**src/rtl/mmio_seq_pkg.sv**
```systemverilog
// Shared types and constants for the MMIO host sequencer and the test ROMs that feed it.
package mmio_seq_pkg;

  localparam int unsigned RESP_DATA_W = 64;

  // Status registers commonly polled by self-test command streams.
  localparam logic [15:0] DONE_ADDR     = 16'h0060;
  localparam logic [15:0] RSA_DONE_ADDR = 16'h0074;

  typedef enum logic [1:0] {
    OP_WR   = 2'd0,
    OP_RD   = 2'd1,
    OP_POLL = 2'd2,
    OP_NOP  = 2'd3
  } op_t;

  typedef enum logic [2:0] {
    S_IDLE     = 3'd0,
    S_WR       = 3'd1,
    S_RD_ISSUE = 3'd2,
    S_RD_WAIT  = 3'd3,
    S_GAP      = 3'd4,
    S_RESP     = 3'd5
  } state_t;

  typedef struct packed {
    logic                   valid;
    logic                   timeout;
    logic [RESP_DATA_W-1:0] data;
  } resp_t;

  function automatic logic poll_match(input logic [RESP_DATA_W-1:0] rd_val,
                                      input logic [RESP_DATA_W-1:0] cmp_val,
                                      input logic [RESP_DATA_W-1:0] mask);
    return ((rd_val ^ cmp_val) & mask) == {RESP_DATA_W{1'b0}};
  endfunction

endpackage

```
**src/rtl/mmio_host_sequencer.sv**
```systemverilog
// Command-driven MMIO initiator: one write, one read or a bounded polling read loop per command,
// followed by a single response pulse. All outputs come straight from flops.
module mmio_host_sequencer
  import mmio_seq_pkg::*;
#(
  parameter int unsigned ADDR_WIDTH    = 16,
  parameter int unsigned DATA_WIDTH    = 64,
  parameter int unsigned RD_LATENCY    = 1,
  parameter int unsigned POLL_GAP      = 4,
  parameter int unsigned TIMEOUT_WIDTH = 16
) (
  input  logic                  clk,
  input  logic                  rst,
  input  logic                  cmd_valid,
  output logic                  cmd_ready,
  input  logic [1:0]            cmd_op,
  input  logic [ADDR_WIDTH-1:0] cmd_addr,
  input  logic [DATA_WIDTH-1:0] cmd_data,
  input  logic [DATA_WIDTH-1:0] cmd_mask,
  output logic                  mmio_wr_en,
  output logic [ADDR_WIDTH-1:0] mmio_wr_addr,
  output logic [DATA_WIDTH-1:0] mmio_wr_data,
  output logic                  mmio_rd_en,
  output logic [ADDR_WIDTH-1:0] mmio_rd_addr,
  input  logic [DATA_WIDTH-1:0] mmio_rd_data,
  output logic                  resp_valid,
  output logic [DATA_WIDTH-1:0] resp_data,
  output logic                  resp_timeout,
  output logic                  busy
);

  localparam int unsigned LAT_W    = $clog2(RD_LATENCY + 1);
  localparam int unsigned GAP_W    = (POLL_GAP > 1) ? $clog2(POLL_GAP) : 1;
  localparam int unsigned GAP_LAST = (POLL_GAP > 0) ? POLL_GAP - 1 : 0;

  state_t                   state_q, state_d;
  op_t                      op_q, op_d;
  logic [ADDR_WIDTH-1:0]    addr_q, addr_d;
  logic [DATA_WIDTH-1:0]    data_q, data_d;
  logic [DATA_WIDTH-1:0]    mask_q, mask_d;
  logic [LAT_W-1:0]         lat_q, lat_d;
  logic [GAP_W-1:0]         gap_q, gap_d;
  logic [TIMEOUT_WIDTH-1:0] reads_q, reads_d;

  logic                  cmd_ready_q, cmd_ready_d;
  logic                  busy_q, busy_d;
  logic                  wr_en_q, wr_en_d;
  logic [ADDR_WIDTH-1:0] wr_addr_q, wr_addr_d;
  logic [DATA_WIDTH-1:0] wr_data_q, wr_data_d;
  logic                  rd_en_q, rd_en_d;
  logic [ADDR_WIDTH-1:0] rd_addr_q, rd_addr_d;
  resp_t                 resp_q, resp_d;

  logic accept_s;
  logic rd_done_s;
  logic match_s;
  logic reads_max_s;

  assign accept_s    = cmd_valid & cmd_ready_q;
  assign rd_done_s   = (state_q == S_RD_WAIT) && (lat_q == LAT_W'(RD_LATENCY));
  assign match_s     = poll_match(RESP_DATA_W'(mmio_rd_data), RESP_DATA_W'(data_q),
                                  RESP_DATA_W'(mask_q));
  assign reads_max_s = &reads_q;

  // State, latched command, counters and registered outputs.
  always_ff @(posedge clk or posedge rst) begin
    if (rst) begin
      state_q     <= S_IDLE;
      op_q        <= OP_WR;
      addr_q      <= '0;
      data_q      <= '0;
      mask_q      <= '0;
      lat_q       <= '0;
      gap_q       <= '0;
      reads_q     <= '0;
      cmd_ready_q <= 1'b1;
      busy_q      <= 1'b0;
      wr_en_q     <= 1'b0;
      wr_addr_q   <= '0;
      wr_data_q   <= '0;
      rd_en_q     <= 1'b0;
      rd_addr_q   <= '0;
      resp_q      <= '0;
    end else begin
      state_q     <= state_d;
      op_q        <= op_d;
      addr_q      <= addr_d;
      data_q      <= data_d;
      mask_q      <= mask_d;
      lat_q       <= lat_d;
      gap_q       <= gap_d;
      reads_q     <= reads_d;
      cmd_ready_q <= cmd_ready_d;
      busy_q      <= busy_d;
      wr_en_q     <= wr_en_d;
      wr_addr_q   <= wr_addr_d;
      wr_data_q   <= wr_data_d;
      rd_en_q     <= rd_en_d;
      rd_addr_q   <= rd_addr_d;
      resp_q      <= resp_d;
    end
  end

  // Next-state and command/counter bookkeeping.
  always_comb begin
    state_d = state_q;
    op_d    = op_q;
    addr_d  = addr_q;
    data_d  = data_q;
    mask_d  = mask_q;
    lat_d   = lat_q;
    gap_d   = gap_q;
    reads_d = reads_q;
    case (state_q)
      S_IDLE: begin
        if (accept_s) begin
          op_d    = op_t'(cmd_op);
          addr_d  = cmd_addr;
          data_d  = cmd_data;
          mask_d  = cmd_mask;
          reads_d = '0;
          case (op_t'(cmd_op))
            OP_WR:   state_d = S_WR;
            OP_RD:   state_d = S_RD_ISSUE;
            OP_POLL: state_d = S_RD_ISSUE;
            OP_NOP:  state_d = S_RESP;
            default: state_d = S_IDLE;
          endcase
        end else begin
          state_d = S_IDLE;
        end
      end
      S_WR: state_d = S_RESP;
      S_RD_ISSUE: begin
        lat_d   = LAT_W'(1);
        reads_d = reads_max_s ? reads_q : reads_q + TIMEOUT_WIDTH'(1);
        state_d = S_RD_WAIT;
      end
      S_RD_WAIT: begin
        if (rd_done_s) begin
          // Only a missed poll with reads left goes round again; everything else responds.
          if ((op_q == OP_POLL) && !match_s && !reads_max_s) begin
            gap_d   = '0;
            state_d = (POLL_GAP == 0) ? S_RD_ISSUE : S_GAP;
          end else begin
            state_d = S_RESP;
          end
        end else begin
          lat_d = lat_q + LAT_W'(1);
        end
      end
      S_GAP: begin
        if (gap_q == GAP_W'(GAP_LAST)) begin
          state_d = S_RD_ISSUE;
        end else begin
          gap_d = gap_q + GAP_W'(1);
        end
      end
      S_RESP:  state_d = S_IDLE;
      default: state_d = S_IDLE;
    endcase
  end

  // Output values for the coming cycle, derived from the state being entered.
  always_comb begin
    cmd_ready_d = (state_d == S_IDLE);
    busy_d      = (state_d != S_IDLE);
    wr_en_d     = (state_d == S_WR);
    wr_addr_d   = wr_en_d ? addr_d : wr_addr_q;
    wr_data_d   = wr_en_d ? data_d : wr_data_q;
    rd_en_d     = (state_d == S_RD_ISSUE);
    rd_addr_d   = rd_en_d ? addr_d : rd_addr_q;
    resp_d      = '0;
    if (state_d == S_RESP) begin
      resp_d.valid   = 1'b1;
      resp_d.timeout = rd_done_s & (op_q == OP_POLL) & ~match_s;
      resp_d.data    = rd_done_s ? RESP_DATA_W'(mmio_rd_data) : {RESP_DATA_W{1'b0}};
    end else begin
      resp_d = '0;
    end
  end

  assign cmd_ready    = cmd_ready_q;
  assign busy         = busy_q;
  assign mmio_wr_en   = wr_en_q;
  assign mmio_wr_addr = wr_addr_q;
  assign mmio_wr_data = wr_data_q;
  assign mmio_rd_en   = rd_en_q;
  assign mmio_rd_addr = rd_addr_q;
  assign resp_valid   = resp_q.valid;
  assign resp_timeout = resp_q.timeout;
  assign resp_data    = resp_q.data[DATA_WIDTH-1:0];

endmodule

```
**config.mk**
```make
export PLATFORM = sky130hd
export DESIGN_NAME = mmio_host_sequencer
export DESIGN_NICKNAME = d
export VERILOG_FILES = /design/src/rtl/mmio_seq_pkg.sv /design/src/rtl/mmio_host_sequencer.sv
export SDC_FILE = /design/constraint.sdc
export NUM_CORES = 1
export LEC_CHECK = 0
export ABC_AREA = 1
export CORE_MARGIN = 5
export CORE_UTILIZATION = 45
export CTS_BUF_LIST = sky130_fd_sc_hd__clkbuf_2 sky130_fd_sc_hd__clkbuf_4 sky130_fd_sc_hd__clkbuf_8
export CTS_CLUSTER_SIZE = 10
export DETAILED_ROUTE_END_ITERATION = 6
export HOLD_SLACK_MARGIN = 0.15
export PLACE_DENSITY = 0.78
export SYNTH_ARGS = -nofsm -noshare
export SYNTH_HDL_FRONTEND = slang
export SYNTH_SLANG_ARGS = --single-unit
```
**constraint.sdc**
```tcl
create_clock -name clk -period 11.2 [get_ports clk]
set_input_delay 2.8 -clock clk [delete_from_list [all_inputs] [get_ports clk]]
set_output_delay 2.8 -clock clk [all_outputs]
set_load 0.01 [all_outputs]
```
==> impl_metrics.env, run 1 <==
export IMPL_sw_frac_of_total_pct=38.2
export IMPL_cp_data_arrival_time_ps=7450
export IMPL_leakagePower_nw=9.80
export IMPL_synth_seq_cells=334
export IMPL_cp_common_cell="nand2_1"
export IMPL_drt_wl_total_um=43000
export IMPL_critical_path_peak_fanout=85
export IMPL_irDropWorstVdd_mv=0.216
export IMPL_hpwlAfterDp_um=29100
export IMPL_synth_area_per_cell_um2=8.37
export IMPL_htree_levels=2
export IMPL_die_h_um=187
export IMPL_synth_edff_count=0
export IMPL_skew_ps=20.2
export IMPL_setup_viol=0
export IMPL_hp_class="reg2reg"
export IMPL_synth_area_um2=14100
export IMPL_die_area_um2=35100
export IMPL_final_util_pct=63.2
export IMPL_grt_max_degree=184
export IMPL_power_internal_mw=3.10
export IMPL_p_sw_mw=1.91
export IMPL_detail_route_first_pass_iterations=5
export IMPL_power_frac_comb_pct=37.2
export IMPL_postCtsHoldBufs=0
export IMPL_syn_nets=1905
export IMPL_cts_resized=0
export IMPL_yosysSeqAreaShare_pct=59.1
export IMPL_p_per_area_nw_per_um2=257
export IMPL_async_reset_ff_share_pct=100
export IMPL_cts_root_buf="clkbuf_8"
export IMPL_tns_ps=0
export IMPL_tightestPinTransition_ps=1290
export IMPL_ys_warn_count=0
export IMPL_rows=64
export IMPL_synth_top_flop_cell="dfrtp_1"
export IMPL_slew_headroom_pct=13.8
export IMPL_cts_tree="yes"
export IMPL_cap_violations=0
export IMPL_period_share_pct=62.6
export IMPL_cp_top_family="simple AND/OR/NAND/NOR gates"
export IMPL_period_needed_ps=7010
export IMPL_postCtsSetupBuffers=0
export IMPL_fmax_mhz=143
export IMPL_nFillCells=2464
export IMPL_ant_nets=0
export IMPL_synth_distinct_cells=33
export IMPL_drt_wirelength_per_cell_um=17.2
export IMPL_layout_nets=2271
export IMPL_clock_path_buffers=3
export IMPL_insertion_delay_ps=570
export IMPL_clkTransAtPathRegs_ps=60
export IMPL_drc=0
export IMPL_syn_to_final_growth_pct=37.8
export IMPL_overflow=0
export IMPL_grt_total_usage_pct=24.0
export IMPL_grt_pass1_vias=12700
export IMPL_initial_core_util_pct=45.8
export IMPL_place_congestion=0.849
export IMPL_antenna_found_initial=7
export IMPL_cts_inserted_buffers=55
export IMPL_core_area_um2=30800
export IMPL_drive_above_1_share_pct=8.58
export IMPL_cp_start_kind="primary input"
export IMPL_worstPathCellList="clkdlybuf4s50_1 -> nand4_4 -> inv_4 -> a211oi_1 -> nand2_4 -> nand3_4 -> nand2_1 -> nand2_1"
export IMPL_io_pins=379
export IMPL_synthCells=1689
export IMPL_critical_path_endpoint_type="flop"
export IMPL_status="finished clean"
export IMPL_grt_pass1_wl_um=68500
export IMPL_clock_sinks=334
export IMPL_drt_iter0_drc=898
export IMPL_die_x_um=187
export IMPL_clockPowerShare_pct=25.0
export IMPL_vias_per_cell=5.00
export IMPL_hold_viol=0
export IMPL_dr_total_vias=12500
export IMPL_crit_type="in2reg"
export IMPL_worst_path_buf_inv=2
export IMPL_rsz0062_at_grt="no"
export IMPL_cpPeakStageDelay_ps=1040
export IMPL_slew_violations=0
export IMPL_seqPwrFrac_pct=37.8
export IMPL_numPortBuffers=378
export IMPL_required_ps=11640
export IMPL_cp_slowest_cell="nand3_4"
## kinds of logic after synthesis
family / synth area share (%)
buffers and inverters: 6.28
DFF: 59.1
and+or+nand+nor: 31.2
xor gates and xnor gates: 0.248
adders and majority gates: 0.266
AOI/OAI and AO/OA: 2.87
## stage by stage
| stage | area [um^2] | worst slack (ps) | hold WS (ps) | cells | total power, mW |
|---|---|---|---|---|---|
| after global routing | 19500 | 3780 | 477 | 2500 | 5.37 |
| after detailed placement | 18100 | 3550 | 453 | 2394 | 3.78 |
| final | 19500 | 4190 | 463 | 2500 | 5.01 |
| after CTS | 19500 | 4100 | 463 | 2495 | 5.05 |
| after floorplan | 14100 | 3940 | 432 | 1689 | 2.98 |
| after global placement | 18100 | 3710 | 451 | 2394 | 3.70 |
## placed cells by master, fill, tap and decap left out, drive strengths merged, types with 16 or more instances in the layout
cell           synthesis  routed
clkbuf                29      80
clkdlybuf4s50          0     378
clkinv                 0      16
dfrtp                333     333
inv                  132     129
nand2                712     712
nand3                 31      31
nand4                 83      83
nor2                 213     213
o21ai                 60      60
or2                   16      16
## cell usage after synthesis, drive strengths merged, types with 6 or more instances
library cell,number,share of area [%]
a21oi,7,0.25
buf,48,2.0
clkbuf,29,0.77
dfrtp,333,59
inv,132,3.5
nand2,712,19
nand3,31,1.2
nand4,83,3.7
nor2,213,6.2
nor3,6,0.25
o21ai,60,2.1
or2,16,0.71
## worst reg2reg max path, cell delays in order (launching register included)
cell and delay, ps:
dfrtp_1 400, nor2_1 240, nand4_4 840, inv_4 790, a211oi_1 250, nand2_4 760
nand3_4 1050, nand2_1 400, nand2_1 90
## state kept, by name (all words and copies together), names as in the netlist, 2 cells and up
register      flops
data_q           64
mask_q           64
mmio_wr_data     64
resp_data        64
addr_q           16
mmio_rd_addr     16
mmio_wr_addr     16
reads_q          16
state_q           3
gap_q             2
op_q              2
## power groups by stage
| stage | sequential [mW] | clock, mW | combinational, mW |
|---|---|---|---|
| finish | 1.89 | 1.25 | 1.87 |
| global route | 1.94 | 1.34 | 2.09 |
| floorplan | 1.92 | 0 | 1.06 |
| global placement | 1.89 | 0 | 1.81 |
| CTS | 1.89 | 1.27 | 1.89 |
| detailed placement | 1.90 | 0 | 1.88 |
## final cells by class
type | count | area [um^2] | share of cell area [%]
clock buffer | 80 | 1070 | 5.49
tap | 396 | 495 | 2.54
clock inverter | 21 | 262 | 1.34
antenna | 5 | 12.5 | 0.0642
inverter | 132 | 504 | 2.59
sequential | 334 | 8360 | 42.9
timing repair buffer | 386 | 3870 | 19.9
multi-input combinational | 1146 | 4910 | 25.2
## final timing paths
| path | startpoint | to | slack, ps | cells after the start |
|---|---|---|---|---|
| worst min register to register | reads_q[12]$_DFFE_PP0P_ | reads_q[12]$_DFFE_PP0P_ | 460 | 1 |
| worst max register to register | state_q[1]$_DFF_PP0_ | mmio_wr_data[41]$_DFFE_PP0N_ | 6260 | 8 |
| min in group asynchronous | rst | resp_data[21]$_DFF_PP0_ | 2740 | 3 |
| max in group asynchronous | rst | mmio_wr_addr[7]$_DFFE_PP0N_ | 6810 | 4 |
| worst min-delay path | reads_q[12]$_DFFE_PP0P_ | reads_q[12]$_DFFE_PP0P_ | 460 | 1 |
| worst max-delay path | cmd_valid | mmio_wr_data[41]$_DFFE_PP0N_ | 4190 | 8 |
## routing by layer
layer	vias up	global-route usage [%]	share of wire, %
met3	97	5.94	7.9
met5	-	0	0.063
met4	4	9.56	3.7
li1	5989	-	-
met2	542	39.8	48
met1	5880	30.5	40
Power figures use the tool's default switching activity.
==> run 2: changes to the inputs <==
==> constraint.sdc (replaced) <==
create_clock -name clk -period 5.9 [get_ports clk]
set_input_delay 1.475 -clock clk [delete_from_list [all_inputs] [get_ports clk]]
set_output_delay 1.475 -clock clk [all_outputs]
set_load 0.01 [all_outputs]
==> run 2 against run 1 <==
  * Clock power grew 83%
  * Non-clock buffer count is 9 higher
  * Global-route usage increased by 0.63 points
  * Power up 89%
  * Highest routed layer is now met4
==> impl_metrics.env, run 2 (synthesis results as in run 1) <==
export IMPL_clock_sinks=334
export IMPL_final_util_pct=63.2
export IMPL_layout_setup_ws_ps=1600
export IMPL_period_needed_ps=4300
export IMPL_grt_max_degree=157
export IMPL_postCtsSetupBuffers=0
export IMPL_drt_wirelength_per_cell_um=17.6
export IMPL_antenna_found_initial=4
export IMPL_slew_violations=0
export IMPL_p_per_area_nw_per_um2=488
export IMPL_grt_pass1_wl_um=70000
export IMPL_leakagePower_nw=9.80
export IMPL_cts_root_buf="clkbuf_8"
export IMPL_die_area_um2=35100
export IMPL_die_x_um=187
export IMPL_drt_wl_total_um=44200
export IMPL_grt_pass1_vias=12900
export IMPL_critical_path_endpoint_type="flop"
export IMPL_layout_common_cells="710 x nand2_1, 378 x clkdlybuf4s50_1, 333 x dfrtp_1"
export IMPL_hpwlAfterDp_um=30400
export IMPL_vias_per_cell=5.01
export IMPL_critical_path_peak_fanout=40
export IMPL_tightestPinTransition_ps=1010
export IMPL_cap_violations=0
export IMPL_ant_nets=0
export IMPL_cts_resized=0
export IMPL_crit_type="in2reg"
export IMPL_slew_headroom_pct=32.9
export IMPL_status="finished clean"
export IMPL_postCtsHoldBufs=0
export IMPL_insertion_delay_ps=580
export IMPL_grt_total_usage_pct=24.7
export IMPL_period_share_pct=73.0
export IMPL_syn_to_final_growth_pct=37.8
export IMPL_cp_data_arrival_time_ps=4760
export IMPL_hold_viol=0
export IMPL_rsz0062_at_grt="no"
export IMPL_core_area_um2=30800
export IMPL_rows=64
export IMPL_die_h_um=187
export IMPL_cp_start_kind="primary input"
export IMPL_place_ws_ps=1030
export IMPL_htree_levels=2
export IMPL_numPortBuffers=378
export IMPL_layout_nets=2279
export IMPL_required_ps=6360
export IMPL_setup_viol=0
export IMPL_clkTransAtPathRegs_ps=60
export IMPL_layout_commonest_cell="nand2_1"
export IMPL_drc=0
export IMPL_cts_tree="yes"
export IMPL_drt_iter0_drc=828
export IMPL_detail_route_first_pass_iterations=5
export IMPL_io_pins=379
export IMPL_dr_total_vias=12600
export IMPL_initial_core_util_pct=45.8
export IMPL_skew_ps=24.7
export IMPL_cts_inserted_buffers=54
export IMPL_fmax_mhz=232
export IMPL_place_congestion=0.827
export IMPL_irDropWorstVdd_mv=0.366
export IMPL_overflow=0
export IMPL_hp_class="reg2reg"
export IMPL_clock_path_buffers=3
export IMPL_drive_above_1_share_pct=8.84
-- run 2: worst paths after layout --
path	startpoint	endpoint	slack (ps)	cells past startpoint
worst min-delay path	reads_q[12]$_DFFE_PP0P_	reads_q[12]$_DFFE_PP0P_	460	1
worst max-delay path	mmio_rd_data[59]	mmio_wr_data[21]$_DFFE_PP0N_	1600	17
worst min register to register	reads_q[12]$_DFFE_PP0P_	reads_q[12]$_DFFE_PP0P_	460	1
worst max register to register	data_q[60]$_DFF_PP0_	mmio_wr_data[21]$_DFFE_PP0N_	2620	15
max in group asynchronous	rst	addr_q[12]$_DFF_PP0_	3610	3
min in group asynchronous	rst	mask_q[21]$_DFFE_PP0P_	1400	3
-- run 2: cell type report --
| cell class | count | area (um^2) |
|---|---|---|
| Antenna cell | 4 | 10.0 |
| Sequential cell | 334 | 8360 |
| Tap cell | 396 | 495 |
| Multi-Input combinational cell | 1146 | 4910 |
| Inverter | 132 | 504 |
| Clock buffer | 88 | 1100 |
| Timing Repair Buffer | 395 | 3940 |
| Clock inverter | 10 | 155 |
| Fill cell | 2570 | 11400 |
-- run 2: layer usage --
layer / vias up / part of all wire (%) / GRT usage (%)
met2: 518 / 47 / 40.4
met4: 0 / 3.5 / 9.22
met3: 99 / 8.0 / 6.44
li1: 5996 / - / -
met5: - / 0 / 0
met1: 5948 / 41 / 31.7
-- run 2: worst max-delay path, stage by stage --
cell	delay [ps]
clkdlybuf4s50_1	520
nand2_1	70
nand2_1	50
nor2_1	40
nor2_1	110
nand2_1	110
nor2_1	270
nand2_1	150
nor2_1	100
nand2_1	160
nand3_2	120
nand2_2	70
nand2_4	380
nand3_4	570
buf_4	400
nand2_1	90
nand2_1	50
-- run 2: through the flow --
| step | instances | total power, mW | cell area [um^2] | hold WS [ps] | setup TNS (ps) |
|---|---|---|---|---|---|
| final | 2505 | 9.50 | 19500 | 459 | 0 |
| after CTS | 2501 | 9.55 | 19500 | 466 | 0 |
| after global routing | 2505 | 10.1 | 19500 | 484 | 0 |
| after detailed placement | 2403 | 7.21 | 18200 | 455 | 0 |
| after global placement | 2403 | 7.09 | 18200 | 450 | 0 |
| after floorplan | 1689 | 5.65 | 14100 | 432 | -12250 |
-- run 2: where the power goes --
group | switching (mW) | leakage [nW] | internal, mW
Clock | 0.934 | 0.661 | 1.36
Combinational | 2.23 | 4.84 | 1.36
Sequential | 0.504 | 4.29 | 3.11
Total | 3.67 | 9.80 | 5.83
